===== config.mk =====
export PLATFORM = sky130hd
export DESIGN_NAME = register_file
export DESIGN_NICKNAME = d
export VERILOG_FILES = /design/src/rtl/register_file.sv
export SDC_FILE = /design/constraint.sdc
export NUM_CORES = 2
export LEC_CHECK = 0
export CAP_MARGIN = 20
export CELL_PAD_IN_SITES_DETAIL_PLACEMENT = 0
export CELL_PAD_IN_SITES_GLOBAL_PLACEMENT = 2
export CORE_MARGIN = 1.5
export CORE_UTILIZATION = 41
export DETAILED_ROUTE_END_ITERATION = 10
export PLACE_DENSITY = 0.77
export SLEW_MARGIN = 15
export SYNTH_ARGS = -nofsm -noshare
export SYNTH_HDL_FRONTEND = slang
export SYNTH_SLANG_ARGS = --single-unit
export TNS_END_PERCENT = 50

===== constraint.sdc =====
create_clock -name clk -period 4.7 [get_ports clk]
set_clock_uncertainty 0.2 [all_clocks]
set_input_delay 0.94 -clock clk [delete_from_list [all_inputs] [get_ports clk]]
set_output_delay 0.94 -clock clk [all_outputs]
set_load 0.01 [all_outputs]

===== src/rtl/register_file.sv =====
`default_nettype none
// ============================================================================
//  Module   : register_file
//  Purpose  : Integer register file with two combinational read ports that
//             bypass same-cycle write-back, a registered debug read port,
//             write tracking (written mask, write counter) and a sticky flag
//             for attempted writes to the hardwired-zero register 0.
//  Revision : 1.0 - initial release
// ============================================================================
module register_file #(
   parameter int DATA_W = 32,
   parameter int NREG   = 32
) (
   input  logic              clk,
   input  logic              reset,
   input  logic [4:0]        rd_in,
   input  logic [DATA_W-1:0] rd_data_in,
   input  logic              reg_write_in,
   input  logic [4:0]        rs1_addr,
   input  logic [4:0]        rs2_addr,
   output logic [DATA_W-1:0] rs1_data,
   output logic [DATA_W-1:0] rs2_data,
   input  logic [4:0]        dbg_addr,
   output logic [DATA_W-1:0] dbg_data,
   output logic [NREG-1:0]   written_mask,
   output logic [31:0]       wr_count,
   output logic              x0_write_seen
);

   // One past the highest implemented address, widened so 32 still fits.
   localparam logic [5:0] NREG_LIM = 6'(NREG);

   logic [DATA_W-1:0] regs [NREG];
   logic [NREG-1:0]   mask_q;
   logic [31:0]       count_q;
   logic              x0_seen_q;
   logic [DATA_W-1:0] dbg_q;

   logic wr_accept;
   logic wr_x0;
   logic rs1_valid;
   logic rs2_valid;
   logic dbg_valid;
   logic rs1_hit;
   logic rs2_hit;

   // An address is readable when it is nonzero and names an implemented register.
   assign rs1_valid = (rs1_addr != 5'd0) && ({1'b0, rs1_addr} < NREG_LIM);
   assign rs2_valid = (rs2_addr != 5'd0) && ({1'b0, rs2_addr} < NREG_LIM);
   assign dbg_valid = (dbg_addr != 5'd0) && ({1'b0, dbg_addr} < NREG_LIM);

   // Writes to register 0 are never accepted; they only raise the sticky flag.
   assign wr_accept = reg_write_in && (rd_in != 5'd0) && ({1'b0, rd_in} < NREG_LIM);
   assign wr_x0     = reg_write_in && (rd_in == 5'd0);

   // Bypass is independent of reset so the read ports stay live while reset is low.
   assign rs1_hit = wr_accept && (rd_in == rs1_addr);
   assign rs2_hit = wr_accept && (rd_in == rs2_addr);

   // Register storage: cleared by reset, otherwise updated by accepted writes.
   // Entry 0 is only ever cleared; reads of address 0 never look at it.
   always_ff @(posedge clk) begin
      if (!reset) begin
         for (int i = 0; i < NREG; i++) begin
            regs[i] <= '0;
         end
      end else if (wr_accept) begin
         regs[rd_in] <= rd_data_in;
      end
   end

   // Read port 1: zero for address 0, write-back data on a same-cycle hit.
   always_comb begin
      rs1_data = '0;
      if (rs1_valid) begin
         rs1_data = rs1_hit ? rd_data_in : regs[rs1_addr];
      end
   end

   // Read port 2: same behaviour as read port 1.
   always_comb begin
      rs2_data = '0;
      if (rs2_valid) begin
         rs2_data = rs2_hit ? rd_data_in : regs[rs2_addr];
      end
   end

   // Debug port samples the stored value, so a same-cycle write is not visible.
   always_ff @(posedge clk) begin
      if (!reset) begin
         dbg_q <= '0;
      end else begin
         dbg_q <= dbg_valid ? regs[dbg_addr] : '0;
      end
   end

   // Written mask: bit set on each accepted write; bit 0 can never be set.
   always_ff @(posedge clk) begin
      if (!reset) begin
         mask_q <= '0;
      end else if (wr_accept) begin
         mask_q[rd_in] <= 1'b1;
      end
   end

   // Accepted-write counter, free-running with natural wrap at 2^32.
   always_ff @(posedge clk) begin
      if (!reset) begin
         count_q <= '0;
      end else if (wr_accept) begin
         count_q <= count_q + 32'd1;
      end
   end

   // Sticky flag for any write attempt aimed at register 0.
   always_ff @(posedge clk) begin
      if (!reset) begin
         x0_seen_q <= 1'b0;
      end else if (wr_x0) begin
         x0_seen_q <= 1'b1;
      end
   end

   assign dbg_data      = dbg_q;
   assign written_mask  = mask_q;
   assign wr_count      = count_q;
   assign x0_write_seen = x0_seen_q;

endmodule
`default_nettype wire


Yosys cells after proc, flatten, opt, wreduce, memory -nomap -nowiden
Memories as Yosys holds them, arrays and structs flattened. A register that Yosys moved wholly into a read port is not among the register bits.
Cells that the tools add are included.
- mux-type cells: 13
- $add $sub $neg: 1
- reduce and logical (&&, ||, !) cells: 13
- bitwise operators: 1
- equal/unequal tests: 2
- magnitude comparators: 2
- operators by type and width (kind ; count):
    $mux W32 ; 5
    $add A32 B1 Y32 const B ; 1
    $or A32 B32 Y32 ; 1
    $reduce_or A32 Y1 ; 1
    $reduce_bool A5 Y1 ; 4
    $eq A5 B5 Y1 ; 2
    $lt A5 B6 Y1 const B ; 1
    $mux W1 ; 6
    $demux W1 S5 ; 1
    $ge A5 B1 Y1 const B ; 1
    $logic_and A1 B1 Y1 ; 5
    $logic_not A5 Y1 ; 1
    $mux W5 ; 1
    $reduce_and A2 Y1 ; 1
    $logic_not A1 Y1 ; 1
- word-level logic and storage cells: 36
- RAM bits: 1024
- input bits: 55
- bits in registers: 65
- memories kept: 1
- output and inout bits: 161
- memory list (name ; depth ; bits a word ; rd ports ; clocked after Yosys merged registers in ; wr ports ; line ; text):
    regs ; 32 ; 32 ; 3 ; 1 ; 32 ; 33 ; logic [DATA_W-1:0] regs [NREG];

Depth between registers and ports, before layout
- depth in word-level cells: 7
- depth in mapped cells: 10
- depth with buffers taken out: 5

Worst setup path before layout
Ideal clock, no wire load.
- path kind: input-to-reg
- start point: input port rd_in[4]
- end point: memory regs[8][0] (enable)
- data arrival time: 4.241 ns
- buffers on the path: 2
- setup slack: -0.206 ns
- data required time: 4.034 ns
- setup time: 0.466 ns
- cell stages on the path: 6
- path through: buf_2 > nor3_1 > a21boi_2 > nand3_1 > clkbuf_1 > o21ai_0
- RTL lines (item ; line ; text):
    start, declared ; 16 ; input logic [4:0] rd_in,
    end, declared ; 33 ;

Worst setup path after layout
- start point: input port rs2_addr[0]
- end point: output port rs2_data[28]
- word-level cells in the longest chain between the ends: 4
- elaborated cells between the ends (all ways): 6
- classes of those cells: 1 x eq/ne; 2 x mux; 2 x reduce/logical; 1 x memory
- ends and longest elaborated chain (item ; line ; text):
    start, declared ; 20 ; input logic [4:0] rs2_addr,
    parallel branches: the longest is 3 deep, another holds $mem_v2 Z32 W32 ; - ;
    $mux W32 (*) ; 83 ; if (rs2_valid) begin
    end, declared ; 22 ; output logic [DATA_W-1:0] rs2_data,
Mark *: on every way between the ends.

==> flow_metrics.py <==
metrics = {
    "layout": {
        "final_util_pct": 49.7,
        "syn_to_final_growth_pct": 20.2,
        "fill_cells": 13600,
        "fin_nets": 5051,
        "drive_gt1_share_pct": 32.0,
    },
    "clock_network": {
        "clkTransAtPathRegs_ns": 0.06,
        "cts_buffers": 131,
        "cts_sinks": 1121,
        "h-tree-depth": 4,
        "cts-root-buf": "clkbuf_16",
        "clock_path_buffers": 3,
        "insertion_delay_ns": 0.78,
        "cts_tree": "yes",
    },
    "logic_synthesis": {
        "synth-edff-count": 1024,
        "synth_flop_cell": "edfxtp_1",
        "syn_area_um2": 66600,
        "synth-seq-cells": 1121,
        "synth_compound_area_share_pct": 5.46,
        "yosysTopAreaCellShare_pct": 46.1,
        "synth_area_leaders": "edfxtp_1 46%, mux4_2 24%, and2_1 9.4%",
        "yosysTopAreaCell": "edfxtp_1",
        "yosysMostFrequentCell": "edfxtp_1",
        "synth_xor_area_share_pct": 0.381,
        "yosys.area_share.simple_pct": 11.9,
        "syn_avg_cell_area_um2": 14.5,
        "yosysWarnings": 0,
        "synth_top_family_by_area": "multiplexers",
        "yosysSeqAreaShare_pct": 49.1,
        "syn_inst": 4600,
        "synth_fa_ha_area_share_pct": 0.0188,
        "yosysUniqueCellTypes": 66,
        "synthArstFlopShare_pct": 0,
        "synthTopCellsByCount": "1,024 x edfxtp_1, 997 x and2_1, 706 x mux4_2",
        "synthMuxAreaShare_pct": 29.6,
    },
    "floorplan": {
        "row_count": 147,
        "core_area_um2": 161000,
        "die_h_um": 406,
        "dieArea_um2": 165000,
        "start_util_pct": 41.4,
        "pin_count": 216,
        "die-width_um": 406,
    },
    "global_routing": {
        "grt_overflow_total": 0,
        "grt_use_total_pct": 33.7,
        "grt_max_degree": 81,
        "grt_pass1_wl_um": 381000,
        "grt_antenna_before_repair": 30,
        "grt_pass1_vias": 47600,
    },
    "timing": {
        "tns_ns": 0,
        "fmax_ghz": 0.213,
        "finalWorstSetupSlack_ns": 0.00463,
        "rsz0062_at_grt": "true",
        "hold_viol": 0,
        "worstMarginPinSlew_ns": 1.27,
        "hold_slack_ns": 0.253,
        "finalSetupViolCount": 0,
        "slew_headroom_pct": 15.1,
        "finalMaxSlewViolations": 0,
        "layout_min_cycle_time_ns": 4.70,
        "finalCritPeriodShare_pct": 99.9,
    },
    "pwr": {
        "cellPowerDensity_nw_per_um2": 337,
        "peakVddDrop_mv": 0.385,
        "leakage_nw": 28.5,
    },
    "setup_path": {
        "start_kind": "input pin",
        "cp_data_arrival_time_ns": 3.56,
        "crit_fanout": 14,
        "path_class": "in -> out",
        "r2r-end": "wr_count[29]",
        "worstPathRequired_ns": 3.56,
        "rrSetupSlack_ns": 2.26,
        "slowest_stage": "mux4_2",
        "end_kind": "primary output",
        "cp-startpoint": "rs2_addr[0]",
        "critPathMaxStageDelay_ns": 0.55,
        "crit_top_cell": "mux4_2",
        "path_cells": "buf_8 > buf_12 > buf_16 > mux4_2 > mux4_2 > nor2b_1 > a211o_1 > clkdlybuf4s50_1",
        "reg2reg_depth": 5,
        "timing.rr.start": "wr_count[11]",
    },
    "hold_path": {
        "min_from": "written_mask[18]",
        "min_path_type": "reg -> reg",
        "whs_path_depth": 1,
        "min_to": "written_mask[18]",
    },
    "placement": {
        "dp_worst_setup_slack_ns": -0.381,
        "gp_congestion": 0.915,
        "hpwlAfterDp_um": 176000,
        "portBuffers": 215,
    },
    "drt": {
        "drc": 0,
        "drt_iter0_markers": 7787,
        "vias_per_cell": 6.68,
        "wl_per_cell_um": 38.2,
        "drtPass1Iterations": 8,
        "drt-total-wl_um": 279000,
        "postRouteAntennaNets": 0,
        "vias": 48700,
    },
    "job": {
        "drv_cap": 0,
    },
    "outcome": {
        "status": "completed",
    },
}
-- sequential cells by signal, summed over array words and instances, names as in the netlist --
| register | cells |
|---|---|
| wr_count | 32 |
| regs | 1024 |
| dbg_data | 32 |
| x0_write_seen | 1 |
| written_mask | 32 |
-- worst max-delay path by stage --
stage                   endpoint  slack [ns]  depth (start not counted)
finish              rs2_data[28]       0.005                          8
global placement    rs2_data[27]       -0.51                          9
global route        rs2_data[25]       -0.03                          9
CTS                 rs2_data[27]       -0.06                          9
detailed placement  rs2_data[27]       -0.38                          9
floorplan            regs[30][0]        0.04                          4
-- layout by cell type, fill, tap and decap left out, types with 49 or more instances in the layout --
cell / n
edfxtp_1: 1024
and2_1: 998
mux4_2: 706
buf_4: 426
mux2i_1: 308
clkdlybuf4s50_1: 178
clkbuf_16: 134
nand2_1: 105
dfxtp_1: 97
buf_12: 95
a221oi_1: 84
mux2_2: 61
a21oi_1: 51
a211o_1: 49
-- power by group --
group	leakage, nW	internal, mW	total (mW)	switching [mW]
clock network	2.10	5.94	10.4	4.50
registers	10.5	11.4	11.8	0.404
logic	15.9	2.16	4.68	2.51
-- area by class of cell --
class                   instances  area, um^2  area share (%)
inverters                      11        43.8          0.0547
clock inverters                73         776           0.969
well taps                    2160        2700            3.38
clock buffers                 171        3540            4.42
flip-flops and latches       1121       32700            40.8
diodes                         32        80.1           0.100
repair buffers                746        7620            9.51
multi-input cells            2984       32600            40.7
-- what timing repair did --
action,in CTS,in global routing
pin swaps,0,5
gates resized for setup,34,62
endpoints found under the setup margin,40,49
hold buffers,0,0
cloned,0,2
setup buffers,6,22
-- through the flow --
| step | total power, mW | std cells | area [um^2] |
|---|---|---|---|
| floorplan | 14.4 | 4631 | 66700 |
| global placement | 16.5 | 6990 | 74900 |
| detailed placement | 16.5 | 6992 | 75000 |
| CTS | 26.9 | 7242 | 79500 |
| global route | 27.5 | 7277 | 80000 |
| finish | 26.9 | 7298 | 80100 |
-- critical path: cells and delay by family --
kind,cells,cell delay (ns)
AOI/OAI and AO/OA,1,0.26
muxes,2,1.09
buffers and inverters,4,1.05
and+or+nand+nor,1,0.16
-- kinds of logic (layout without fill, tap and decap cells) --
| kind of cell | count (synthesis) | after routing |
|---|---|---|
| AOI/OAI and AO/OA | 496 | 496 |
| xor gates and xnor gates | 29 | 29 |
| adders and majority gates | 1 | 1 |
| buffers and inverters | 526 | 1001 |
| DFF | 1121 | 1121 |
| muxes | 1077 | 1077 |
| other | 1 | 64 |
| and+or+nand+nor | 1349 | 1349 |
-- metal layers --
layer	global-route usage, %	up-vias	wire (um)
met3	10.2	745	38900
met2	49.3	4008	121000
met4	16.2	12	15400
met1	45.6	25000	104000
li1	-	19000	-
met5	0	-	95
No activity file was read; power rests on OpenSTA's default activity.
